File: src/rtl/ongorucu_pkg.sv
// Shared types and defaults for the gshare predictor table update path.
package ongorucu_pkg;

  localparam int PS_W_VARS  = 32;
  localparam int GHR_W_VARS = 8;

  // Value an init write loads into the 2-bit counter (weakly not-taken).
  localparam logic [1:0] SAYAC_ILK = 2'b01;

  typedef enum logic {
    TEMIZLE = 1'b0,
    CALIS   = 1'b1
  } durum_t;

  typedef struct packed {
    logic [GHR_W_VARS-1:0] indeks;
    logic                  dallan;
    logic [PS_W_VARS-1:0]  hedef;
  } girdi_t;

endpackage

File: src/rtl/ongorucu_fifo.sv
// Synchronous FIFO. Head data is combinational; push while full and pop while empty are ignored.
module ongorucu_fifo #(
  parameter int VERI_W   = 41,
  parameter int DERINLIK = 4
) (
  input  logic                      clk,
  input  logic                      rst,
  input  logic                      push,
  input  logic [VERI_W-1:0]         push_veri,
  input  logic                      pop,
  output logic [VERI_W-1:0]         bas_veri,
  output logic                      dolu,
  output logic                      bos,
  output logic [$clog2(DERINLIK):0] sayi
);

  localparam int ADR_W  = $clog2(DERINLIK);
  localparam int SAYI_W = ADR_W + 1;

  logic [VERI_W-1:0] mem_q [DERINLIK];
  logic [VERI_W-1:0] mem_d [DERINLIK];
  logic [ADR_W-1:0]  yaz_ptr_q, yaz_ptr_d;
  logic [ADR_W-1:0]  oku_ptr_q, oku_ptr_d;
  logic [SAYI_W-1:0] sayi_q, sayi_d;
  logic              push_ok, pop_ok;

  assign dolu     = (sayi_q == SAYI_W'(DERINLIK));
  assign bos      = (sayi_q == '0);
  assign sayi     = sayi_q;
  assign bas_veri = mem_q[oku_ptr_q];
  assign push_ok  = push & ~dolu;
  assign pop_ok   = pop & ~bos;

  always_comb begin
    mem_d     = mem_q;
    yaz_ptr_d = yaz_ptr_q;
    oku_ptr_d = oku_ptr_q;
    sayi_d    = sayi_q;
    if (push_ok) begin
      mem_d[yaz_ptr_q] = push_veri;
      yaz_ptr_d        = yaz_ptr_q + ADR_W'(1);
    end
    if (pop_ok) begin
      oku_ptr_d = oku_ptr_q + ADR_W'(1);
    end
    case ({push_ok, pop_ok})
      2'b10:   sayi_d = sayi_q + SAYI_W'(1);
      2'b01:   sayi_d = sayi_q - SAYI_W'(1);
      default: sayi_d = sayi_q;
    endcase
  end

  always_ff @(posedge clk) begin
    if (rst) begin
      yaz_ptr_q <= '0;
      oku_ptr_q <= '0;
      sayi_q    <= '0;
    end else begin
      yaz_ptr_q <= yaz_ptr_d;
      oku_ptr_q <= oku_ptr_d;
      sayi_q    <= sayi_d;
    end
  end

  // Storage needs no reset: entries are only read behind a valid count.
  always_ff @(posedge clk) begin
    mem_q <= mem_d;
  end

endmodule

File: src/rtl/ongorucu_guncelleme_denetleyici.sv
// Init walk, update queueing and table-port arbitration for the gshare pattern/target table.
module ongorucu_guncelleme_denetleyici
  import ongorucu_pkg::*;
#(
  parameter int PS_W          = PS_W_VARS,
  parameter int GHR_W         = GHR_W_VARS,
  parameter int FIFO_DERINLIK = 4,
  parameter int ACLIK_SINIRI  = 3
) (
  input  logic             clk,
  input  logic             rst,
  input  logic             getir_gecerli,
  input  logic             yurut_gecerli,
  input  logic [PS_W-1:0]  yurut_ps,
  input  logic             yurut_dallan,
  input  logic [PS_W-1:0]  yurut_dallan_ps,
  input  logic             yurut_ongoru,
  output logic             yurut_hazir,
  output logic             getir_durdur,
  output logic             tablo_yaz_gecerli,
  output logic             tablo_yaz_temizle,
  output logic [GHR_W-1:0] tablo_yaz_indeks,
  output logic             tablo_yaz_dallan,
  output logic [PS_W-1:0]  tablo_yaz_hedef,
  output logic [GHR_W-1:0] ghr_kayit,
  output logic             yanlis_ongoru,
  output logic [GHR_W-1:0] duzeltilmis_ghr,
  output logic             hazir,
  output logic             tasma
);

  localparam int GIRDI_W = GHR_W + 1 + PS_W;
  localparam int BEK_W   = (ACLIK_SINIRI > 0) ? $clog2(ACLIK_SINIRI + 1) : 1;

  durum_t              durum_q, durum_d;
  logic [GHR_W-1:0]    ilk_idx_q, ilk_idx_d;
  logic [GHR_W-1:0]    ghr_q, ghr_d;
  logic [BEK_W-1:0]    bekleme_q, bekleme_d;
  logic                tasma_q, tasma_d;
  logic                hazir_q, hazir_d;
  logic                yanlis_q, yanlis_d;
  logic [GHR_W-1:0]    duz_ghr_q, duz_ghr_d;
  logic                yaz_gecerli_q, yaz_gecerli_d;
  logic                yaz_temizle_q, yaz_temizle_d;
  logic [GHR_W-1:0]    yaz_indeks_q, yaz_indeks_d;
  logic                yaz_dallan_q, yaz_dallan_d;
  logic [PS_W-1:0]     yaz_hedef_q, yaz_hedef_d;

  logic                fifo_push, fifo_pop, fifo_dolu, fifo_bos;
  logic [$clog2(FIFO_DERINLIK):0] fifo_sayi;
  logic [GIRDI_W-1:0]  push_veri, bas_veri;
  logic [GHR_W-1:0]    yeni_indeks, yeni_ghr;
  logic                sinirda, zorla;
  logic                ps_unused;

  // Queue traffic only starts once hazir is up, so the last init write never overlaps an update.
  assign sinirda     = (bekleme_q == BEK_W'(ACLIK_SINIRI));
  assign fifo_push   = hazir_q & yurut_gecerli & ~fifo_dolu;
  assign fifo_pop    = hazir_q & ~fifo_bos & (~getir_gecerli | sinirda);
  assign zorla       = hazir_q & ~fifo_bos & getir_gecerli & sinirda;
  assign yeni_indeks = yurut_ps[GHR_W+1:2] ^ ghr_q;
  assign yeni_ghr    = {ghr_q[GHR_W-2:0], yurut_dallan};
  assign push_veri   = {yeni_indeks, yurut_dallan, yurut_dallan_ps};
  assign ps_unused   = ^{yurut_ps[PS_W-1:GHR_W+2], yurut_ps[1:0], fifo_sayi};

  ongorucu_fifo #(
    .VERI_W   (GIRDI_W),
    .DERINLIK (FIFO_DERINLIK)
  ) u_fifo (
    .clk       (clk),
    .rst       (rst),
    .push      (fifo_push),
    .push_veri (push_veri),
    .pop       (fifo_pop),
    .bas_veri  (bas_veri),
    .dolu      (fifo_dolu),
    .bos       (fifo_bos),
    .sayi      (fifo_sayi)
  );

  always_comb begin
    durum_d       = durum_q;
    ilk_idx_d     = ilk_idx_q;
    ghr_d         = ghr_q;
    bekleme_d     = bekleme_q;
    tasma_d       = tasma_q;
    hazir_d       = hazir_q | (durum_q == CALIS);
    yanlis_d      = 1'b0;
    duz_ghr_d     = '0;
    yaz_gecerli_d = 1'b0;
    yaz_temizle_d = 1'b0;
    yaz_indeks_d  = '0;
    yaz_dallan_d  = 1'b0;
    yaz_hedef_d   = '0;

    case (durum_q)
      TEMIZLE: begin
        yaz_gecerli_d = 1'b1;
        yaz_temizle_d = 1'b1;
        yaz_indeks_d  = ilk_idx_q;
        ilk_idx_d     = ilk_idx_q + GHR_W'(1);
        if (ilk_idx_q == '1) durum_d = CALIS;
      end
      CALIS: begin
        if (fifo_pop) begin
          yaz_gecerli_d = 1'b1;
          {yaz_indeks_d, yaz_dallan_d, yaz_hedef_d} = bas_veri;
        end
      end
      default: durum_d = TEMIZLE;
    endcase

    if (fifo_push) begin
      ghr_d = yeni_ghr;
      if (yurut_dallan != yurut_ongoru) begin
        yanlis_d  = 1'b1;
        duz_ghr_d = yeni_ghr;
      end
    end
    if (hazir_q & yurut_gecerli & fifo_dolu) tasma_d = 1'b1;

    if (fifo_pop || fifo_bos) bekleme_d = '0;
    else if (getir_gecerli)   bekleme_d = bekleme_q + BEK_W'(1);
  end

  always_ff @(posedge clk) begin
    if (rst) begin
      durum_q       <= TEMIZLE;
      ilk_idx_q     <= '0;
      ghr_q         <= '0;
      bekleme_q     <= '0;
      tasma_q       <= 1'b0;
      hazir_q       <= 1'b0;
      yanlis_q      <= 1'b0;
      duz_ghr_q     <= '0;
      yaz_gecerli_q <= 1'b0;
      yaz_temizle_q <= 1'b0;
      yaz_indeks_q  <= '0;
      yaz_dallan_q  <= 1'b0;
      yaz_hedef_q   <= '0;
    end else begin
      durum_q       <= durum_d;
      ilk_idx_q     <= ilk_idx_d;
      ghr_q         <= ghr_d;
      bekleme_q     <= bekleme_d;
      tasma_q       <= tasma_d;
      hazir_q       <= hazir_d;
      yanlis_q      <= yanlis_d;
      duz_ghr_q     <= duz_ghr_d;
      yaz_gecerli_q <= yaz_gecerli_d;
      yaz_temizle_q <= yaz_temizle_d;
      yaz_indeks_q  <= yaz_indeks_d;
      yaz_dallan_q  <= yaz_dallan_d;
      yaz_hedef_q   <= yaz_hedef_d;
    end
  end

  // Fetch is held off for the whole init walk, but not while reset itself is asserted.
  assign getir_durdur      = (~hazir_q & ~rst) | zorla;
  assign yurut_hazir       = hazir_q & ~fifo_dolu;
  assign tablo_yaz_gecerli = yaz_gecerli_q;
  assign tablo_yaz_temizle = yaz_temizle_q;
  assign tablo_yaz_indeks  = yaz_indeks_q;
  assign tablo_yaz_dallan  = yaz_dallan_q;
  assign tablo_yaz_hedef   = yaz_hedef_q;
  assign ghr_kayit         = ghr_q;
  assign yanlis_ongoru     = yanlis_q;
  assign duzeltilmis_ghr   = duz_ghr_q;
  assign hazir             = hazir_q;
  assign tasma             = tasma_q;

endmodule

File: config.mk
export PLATFORM = sky130hd
export DESIGN_NAME = ongorucu_guncelleme_denetleyici
export DESIGN_NICKNAME = d
export VERILOG_FILES = /design/src/rtl/ongorucu_pkg.sv /design/src/rtl/ongorucu_fifo.sv /design/src/rtl/ongorucu_guncelleme_denetleyici.sv
export SDC_FILE = /design/constraint.sdc
export NUM_CORES = 1
export LEC_CHECK = 0
export ABC_AREA = 1
export CORE_MARGIN = 1
export CORE_UTILIZATION = 30
export DETAILED_ROUTE_END_ITERATION = 10
export GPL_TIMING_DRIVEN = 0
export PLACE_DENSITY = 0.52
export SYNTH_ARGS = -nofsm -noshare
export SYNTH_HDL_FRONTEND = slang
export SYNTH_SLANG_ARGS = --single-unit
export TNS_END_PERCENT = 30
File: constraint.sdc
create_clock -name clk -period 4 [get_ports clk]
set_input_delay 0.4 -clock clk [delete_from_list [all_inputs] [get_ports clk]]
set_output_delay 0.4 -clock clk [all_outputs]
set_load 0.05 [all_outputs]
Word level (Yosys, flattened, before mapping)
Cells that the tools add are included.
{"block": "totals", "memories": 0, "mem_bits_ro": 0, "ramBits": 0, "elab_cells": 84, "latch_bits": 0, "inputBits": 70, "output_inout_bits": 64, "register_bits": 244}
{"block": "op_classes", "shifts": 0, "n_reduce_logical": 8, "div": 0, "n_lt_le_gt_ge": 3, "eq_ne": 6, "bitwise": 26, "mux": 15, "add_sub_neg": 6, "multipliers": 0}
{"cell": "$bwmux 164", "n": 1}
{"cell": "$mux 41", "n": 3}
{"cell": "$bmux 41 s2", "n": 1}
{"cell": "$demux 41 s2", "n": 1}
{"cell": "$pmux 8 s2", "n": 1}
{"cell": "$and 1x1->1", "n": 11}
{"cell": "$not 1->1", "n": 9}
{"cell": "$add 8x1->8 const B", "n": 1}
{"cell": "$eq 8x8->1 const B", "n": 1}
{"cell": "$mux 8", "n": 1}
{"cell": "$xor 8x8->8", "n": 1}
{"cell": "$add 2x1->2 const B", "n": 3}
{"cell": "$ge 3x3->1 const B", "n": 2}
{"cell": "$not 2->3", "n": 2}
{"cell": "$pmux 3 s2", "n": 1}
{"cell": "$reduce_or 3->1", "n": 2}
{"cell": "$mux 1", "n": 5}
{"cell": "$eq 2x2->1 const B", "n": 2}
{"cell": "$reduce_or 2->1", "n": 2}
{"cell": "$add 3x1->3 const B", "n": 1}
{"cell": "$eq 3x3->1 const B", "n": 1}
{"cell": "$logic_not 3->1", "n": 1}
{"cell": "$lt 3x1->1 const B", "n": 1}
{"cell": "$or 1x1->1", "n": 3}
{"cell": "other kinds (7)", "n": 7}

Depth between registers and ports, before layout
{"block": "logic_depth", "ltp_word": 7, "ltp_mapped": 13, "mapped_depth_nobuf": 13}

Hierarchy
From an unflattened synthesis, not the netlist that was laid out.
{"block": "hier_totals", "hier_cells": 747, "hier_area_um2": 9068.7}
{"module": "ongorucu_fifo", "seq_area_each_um2": 5064.9, "area_per_inst_um2": 6562.5, "cells_each": 462, "n_inst": 1}
{"module": "ongorucu_guncelleme_denetleyici", "seq_area_each_um2": 1461.4, "area_per_inst_um2": 2506.2, "cells_each": 285, "n_inst": 1}

Least setup slack after synthesis
Ideal clock, no wire load.
{"block": "synth_timing", "path_type": "reg2reg", "startpoint": "reg hazir_q, in the netlist hazir", "endpoint": "reg u_fifo.mem_q[0] (netlist name), enable pin", "arrival_time_ns": 2.964, "required_time_ns": 3.561, "path_slack_ns": 0.597, "setup_ns": 0.439, "path_stages_with_launch": 6, "period_less_slack_ns": 3.403, "n_path_buf": 1, "path_cell_list": "dfxtp_1 -> nand2_1 -> inv_1 -> nand2_2 -> buf_2 -> nor2_1"}
{"block": "synth_between", "elab_chain_len": 3}
{"element": "start, declared", "line_no": "ongorucu_guncelleme_denetleyici.sv:40", "text": "logic hazir_q, hazir_d;"}
{"element": "start signal, assigned", "line_no": "ongorucu_guncelleme_denetleyici.sv:147", "text": "hazir_q <= hazir_d;"}
{"element": "$and 1x1->1 (2 in a row)", "line_no": "ongorucu_guncelleme_denetleyici.sv:58", "text": "assign fifo_push = hazir_q & yurut_gecerli & ~fifo_dolu;"}
{"element": "$and 1x1->1", "line_no": "ongorucu_fifo.sv:31", "text": "assign push_ok = push & ~dolu;"}
{"element": "end signal, assigned", "line_no": "ongorucu_fifo.sv:67", "text": "mem_q <= mem_d;"}
{"element": "end, declared", "line_no": "ongorucu_fifo.sv:20", "text": "logic [VERI_W-1:0] mem_q [DERINLIK];"}
Every way passes these cells.
A chain may end at the register's enable or synchronous reset.

Worst setup path after layout
{"block": "layout_timing", "startpoint": "in rst", "endpoint": "out getir_durdur"}
{"block": "layout_between", "elab_chain_len": 3}
{"element": "start, declared", "line_no": "ongorucu_guncelleme_denetleyici.sv:11", "text": "input logic rst,"}
{"element": "$not 1->1", "line_no": "ongorucu_guncelleme_denetleyici.sv:159", "text": "assign getir_durdur = (~hazir_q & ~rst) | zorla;"}
{"element": "$and 1x1->1", "line_no": "ongorucu_guncelleme_denetleyici.sv:159"}
{"element": "$or 1x1->1", "line_no": "ongorucu_guncelleme_denetleyici.sv:159"}
{"element": "end, declared", "line_no": "ongorucu_guncelleme_denetleyici.sv:19", "text": "output logic getir_durdur,"}
Every way passes these cells.

==> results.json <==
{
  "grt_first_pass_wirelength_mm": 31.8,
  "total_power_mw": 5.28,
  "port_buffers": 109,
  "clockBufferDepth": 3,
  "leakage_nw": 4.38,
  "finClkSkew_ns": 0.0162,
  "track_usage_pct": 13.3,
  "yosysTopAreaCell": "edfxtp_1",
  "initial_core_util_pct": 30.6,
  "max_cap_viol_count": 0,
  "wl_mm": 20.5,
  "synth_compound_area_share_pct": 7.70,
  "synth_fp_nets": 884,
  "fin_hold_ws_ns": 0.478,
  "end_kind": "output pin",
  "place_ws_ns": 1.31,
  "r2r-start": "u_fifo.sayi[0]$_SDFFE_PP0P_",
  "synth_top_family_by_area": "simple AND/OR/NAND/NOR gates",
  "cts.sink_count": 244,
  "drv_slew": 0,
  "clk_pin_slew_ns": 0.06,
  "finalSetupViolCount": 0,
  "switching_share_pct": 19.6,
  "slew_headroom_pct": 48.9,
  "r2r_cells": 11,
  "synthAdderAreaFrac_pct": 1.18,
  "cts_tree": "built",
  "cts_buffers": 27,
  "ys_seq_elements": 244,
  "ys.flop_type": "edfxtp_1",
  "synthTopCellsByArea": "edfxtp_1, dfxtp_1, nor2_1",
  "synth_mux_area_share_pct": 0.110,
  "period_needed_ns": 2.59,
  "syn_to_final_growth_pct": 28.5,
  "worstSetupPathType": "in -> out",
  "cp_slowest_cell": "clkdlybuf4s50_1",
  "internal_power_mw": 4.25,
  "grt.overflow.total": 0,
  "core_area_um2": 29700,
  "pwr-share-clk_pct": 46.9,
  "crit_path_frequent_cell": "clkdlybuf4s50_1",
  "tightest_slew_ns": 0.765,
  "die_w_um": 176,
  "fillers": 2872,
  "period_share_pct": 64.7,
  "ff2ff_setup_slack_ns": 1.71,
  "die_height_um": 176,
  "seq_area_frac_synth_pct": 71.7,
  "rows": 63,
  "rsz0062_at_grt": "false",
  "synth-xor-area-share_pct": 0.963,
  "worstPathCellList": "clkdlybuf4s50_1 -> clkbuf_1 -> o21ai_0 -> clkdlybuf4s50_1",
  "antenna_found_initial": 0,
  "h-tree-depth": 1,
  "ys_warn_count": 0,
  "clockRootBuffer": "clkbuf_16",
  "n_antenna_cell": 0,
  "ys_top_cells_by_count": "edfxtp_1, nor2_1, nand2_1",
  "seq_power_share_pct": 51.0,
  "multi_input_area_um2": 2130,
  "cp_max_fo": 10,
  "synth_enable_flop_cells": 164,
  "syn_avg_cell_area_um2": 11.3,
  "yosysMostFrequentCell": "edfxtp_1",
  "dp_hpwl_mm": 13.3,
  "async_reset_ff_share_pct": 0,
  "dieArea_um2": 31000,
  "postLayoutCellArea_um2": 11700,
  "crit_path_max_incr_delay_ns": 0.84,
  "nets": 1026,
  "outcome": "finished, final reports clean",
  "p_switching_mw": 1.03,
  "num_vias": 5945,
  "synth_cells": 806,
  "synth_top_area_share_pct": 54.1,
  "final_antenna_net_count": 0,
  "drive_gt1_share_pct": 8.57,
  "worstPathRequired_ns": 3.60,
  "final_hold_viol_count": 0,
  "ios": 134,
  "clk_latency_ns": 0.53,
  "syn_area_um2": 9100,
  "crit_end": "getir_durdur",
  "placed_area_um2": 10800,
  "worstPathArrival_ns": 2.19,
  "critPathLaunch": "rst",
  "layout_setup_ws_ns": 1.41,
  "synth-simple-area-share_pct": 13.2,
  "cts_resized": 0,
  "viasPerCell": 4.37,
  "drc_errors": 0,
  "pwr-share-comb_pct": 2.0,
  "dr.first_iter.drc_count": 370,
  "hp-class": "reg -> reg",
  "regArea_um2": 6530,
  "cp-start-kind": "input port",
  "cts_setup_buffers": 0,
  "wl_per_cell_um": 15.1,
  "drtPass1Iterations": 4,
  "holdPathStages": 2,
  "vdd_drop_max_uv": 331,
  "cts_hold_buf": 0,
  "fmax_ghz": 0.387,
  "synth_cell_type_count": 32,
  "grt_pass1_vias": 5798,
  "finalWeightedCongestion": 0.775,
  "r2r-end": "u_fifo.sayi[2]$_SDFFE_PP0P_",
  "power_density_nw_per_um2": 452,
  "grt_max_degree": 26
}
==> final cells by class <==
type	instances	share of cell area [%]
Sequential cell	244	55.9
Multi-Input combinational cell	455	18.3
Timing Repair Buffer	113	10.0
Clock buffer	34	6.36
Tap cell	390	4.18
Inverter	71	2.28
Buffer	36	1.70
Clock inverter	16	1.34
==> flip-flops by register name (all words and copies together) (netlist names) <==
register / count
tablo_yaz_dallan: 1
u_fifo.mem_q: 164
tablo_yaz_gecerli: 1
u_fifo.oku_ptr_q: 2
ghr_kayit: 8
duzeltilmis_ghr: 8
tablo_yaz_temizle: 1
tasma: 1
tablo_yaz_indeks: 8
durum_q: 1
bekleme_q: 2
u_fifo.sayi: 3
tablo_yaz_hedef: 32
ilk_idx_q: 8
hazir: 1
yanlis_ongoru: 1
u_fifo.yaz_ptr_q: 2
==> cells in the final DEF, fill, tap and decap left out, types with 2 or more instances in the layout <==
master,Yosys,final
buf_2,13,13
nand2_2,2,2
buf_6,3,3
nor2_1,159,155
o21ai_1,18,18
xnor2_1,2,2
clkdlybuf4s50_1,0,109
nor2_4,0,4
buf_12,0,4
nor2_2,2,2
clkbuf_2,2,2
nor3_1,3,3
nand4_1,2,2
nand2_4,2,2
nand3_1,13,13
nand2_1,111,111
clkbuf_1,11,15
xor2_1,8,8
buf_4,6,6
bufinv_16,0,3
edfxtp_1,164,164
o21ai_0,98,98
clkinv_1,1,5
clkbuf_16,0,28
clkinv_2,0,7
clkbuf_8,0,2
ha_1,7,7
a21oi_1,21,21
inv_1,69,69
dfxtp_1,80,80
==> worst max-delay path: cells and delay by family <==
family	cells	cell delay [ns]
AO/OA/AOI/OAI	1	0.26
buffers and inverters	3	1.53
==> power groups by stage <==
stage	Combinational, mW	Clock [mW]	Sequential [mW]
6_report	0.108	2.48	2.70
3_3_place_gp	0.108	0	2.75
3_5_place_dp	0.109	0	2.75
5_1_grt	0.117	2.64	2.69
2_1_floorplan	0.0229	0	2.76
4_1_cts	0.109	2.55	2.69
==> metal layers <==
layer	track usage (%)	wire [um]	vias up
met5	0	0	-
met1	17.4	9040	2814
li1	-	-	2970
met2	22.8	9980	135
met4	3.19	337	0
met3	2.52	1150	26
==> kinds of logic after synthesis <==
| group | count (synthesis) |
|---|---|
| and+or+nand+nor | 297 |
| AOI/OAI and AO/OA | 139 |
| xor gates and xnor gates | 10 |
| muxes | 1 |
| DFF | 244 |
| buffers and inverters | 107 |
| adders and majority gates | 8 |
==> per-stage QoR <==
| step | std cells | setup TNS (ns) | util (%) |
|---|---|---|---|
| global route | 1359 | 0 | 39.3 |
| detailed placement | 1309 | 0 | 36.3 |
| floorplan | 806 | 0 | - |
| global placement | 1305 | -178.35 | 35.9 |
| finish | 1359 | 0 | 39.3 |
| CTS | 1359 | 0 | 39.3 |
==> worst min-delay path by stage <==
| stage | start | to | slack, ns |
|---|---|---|---|
| 2_1_floorplan | ilk_idx_q[4]$_SDFFE_PP0N_ | tablo_yaz_indeks[4]$_SDFF_PP0_ | 0.44 |
| 3_3_place_gp | tasma$_SDFFE_PP0P_ | tasma$_SDFFE_PP0P_ | 0.46 |
| 3_5_place_dp | ilk_idx_q[4]$_SDFFE_PP0N_ | tablo_yaz_indeks[4]$_SDFF_PP0_ | 0.46 |
| 4_1_cts | ilk_idx_q[4]$_SDFFE_PP0N_ | tablo_yaz_indeks[4]$_SDFF_PP0_ | 0.48 |
| 5_1_grt | yurut_dallan_ps[1] | u_fifo.mem_q[83]$_DFFE_PP_ | 0.49 |
| 6_report | ilk_idx_q[4]$_SDFFE_PP0N_ | tablo_yaz_indeks[4]$_SDFF_PP0_ | 0.48 |
(Power assumes the default switching activity.)
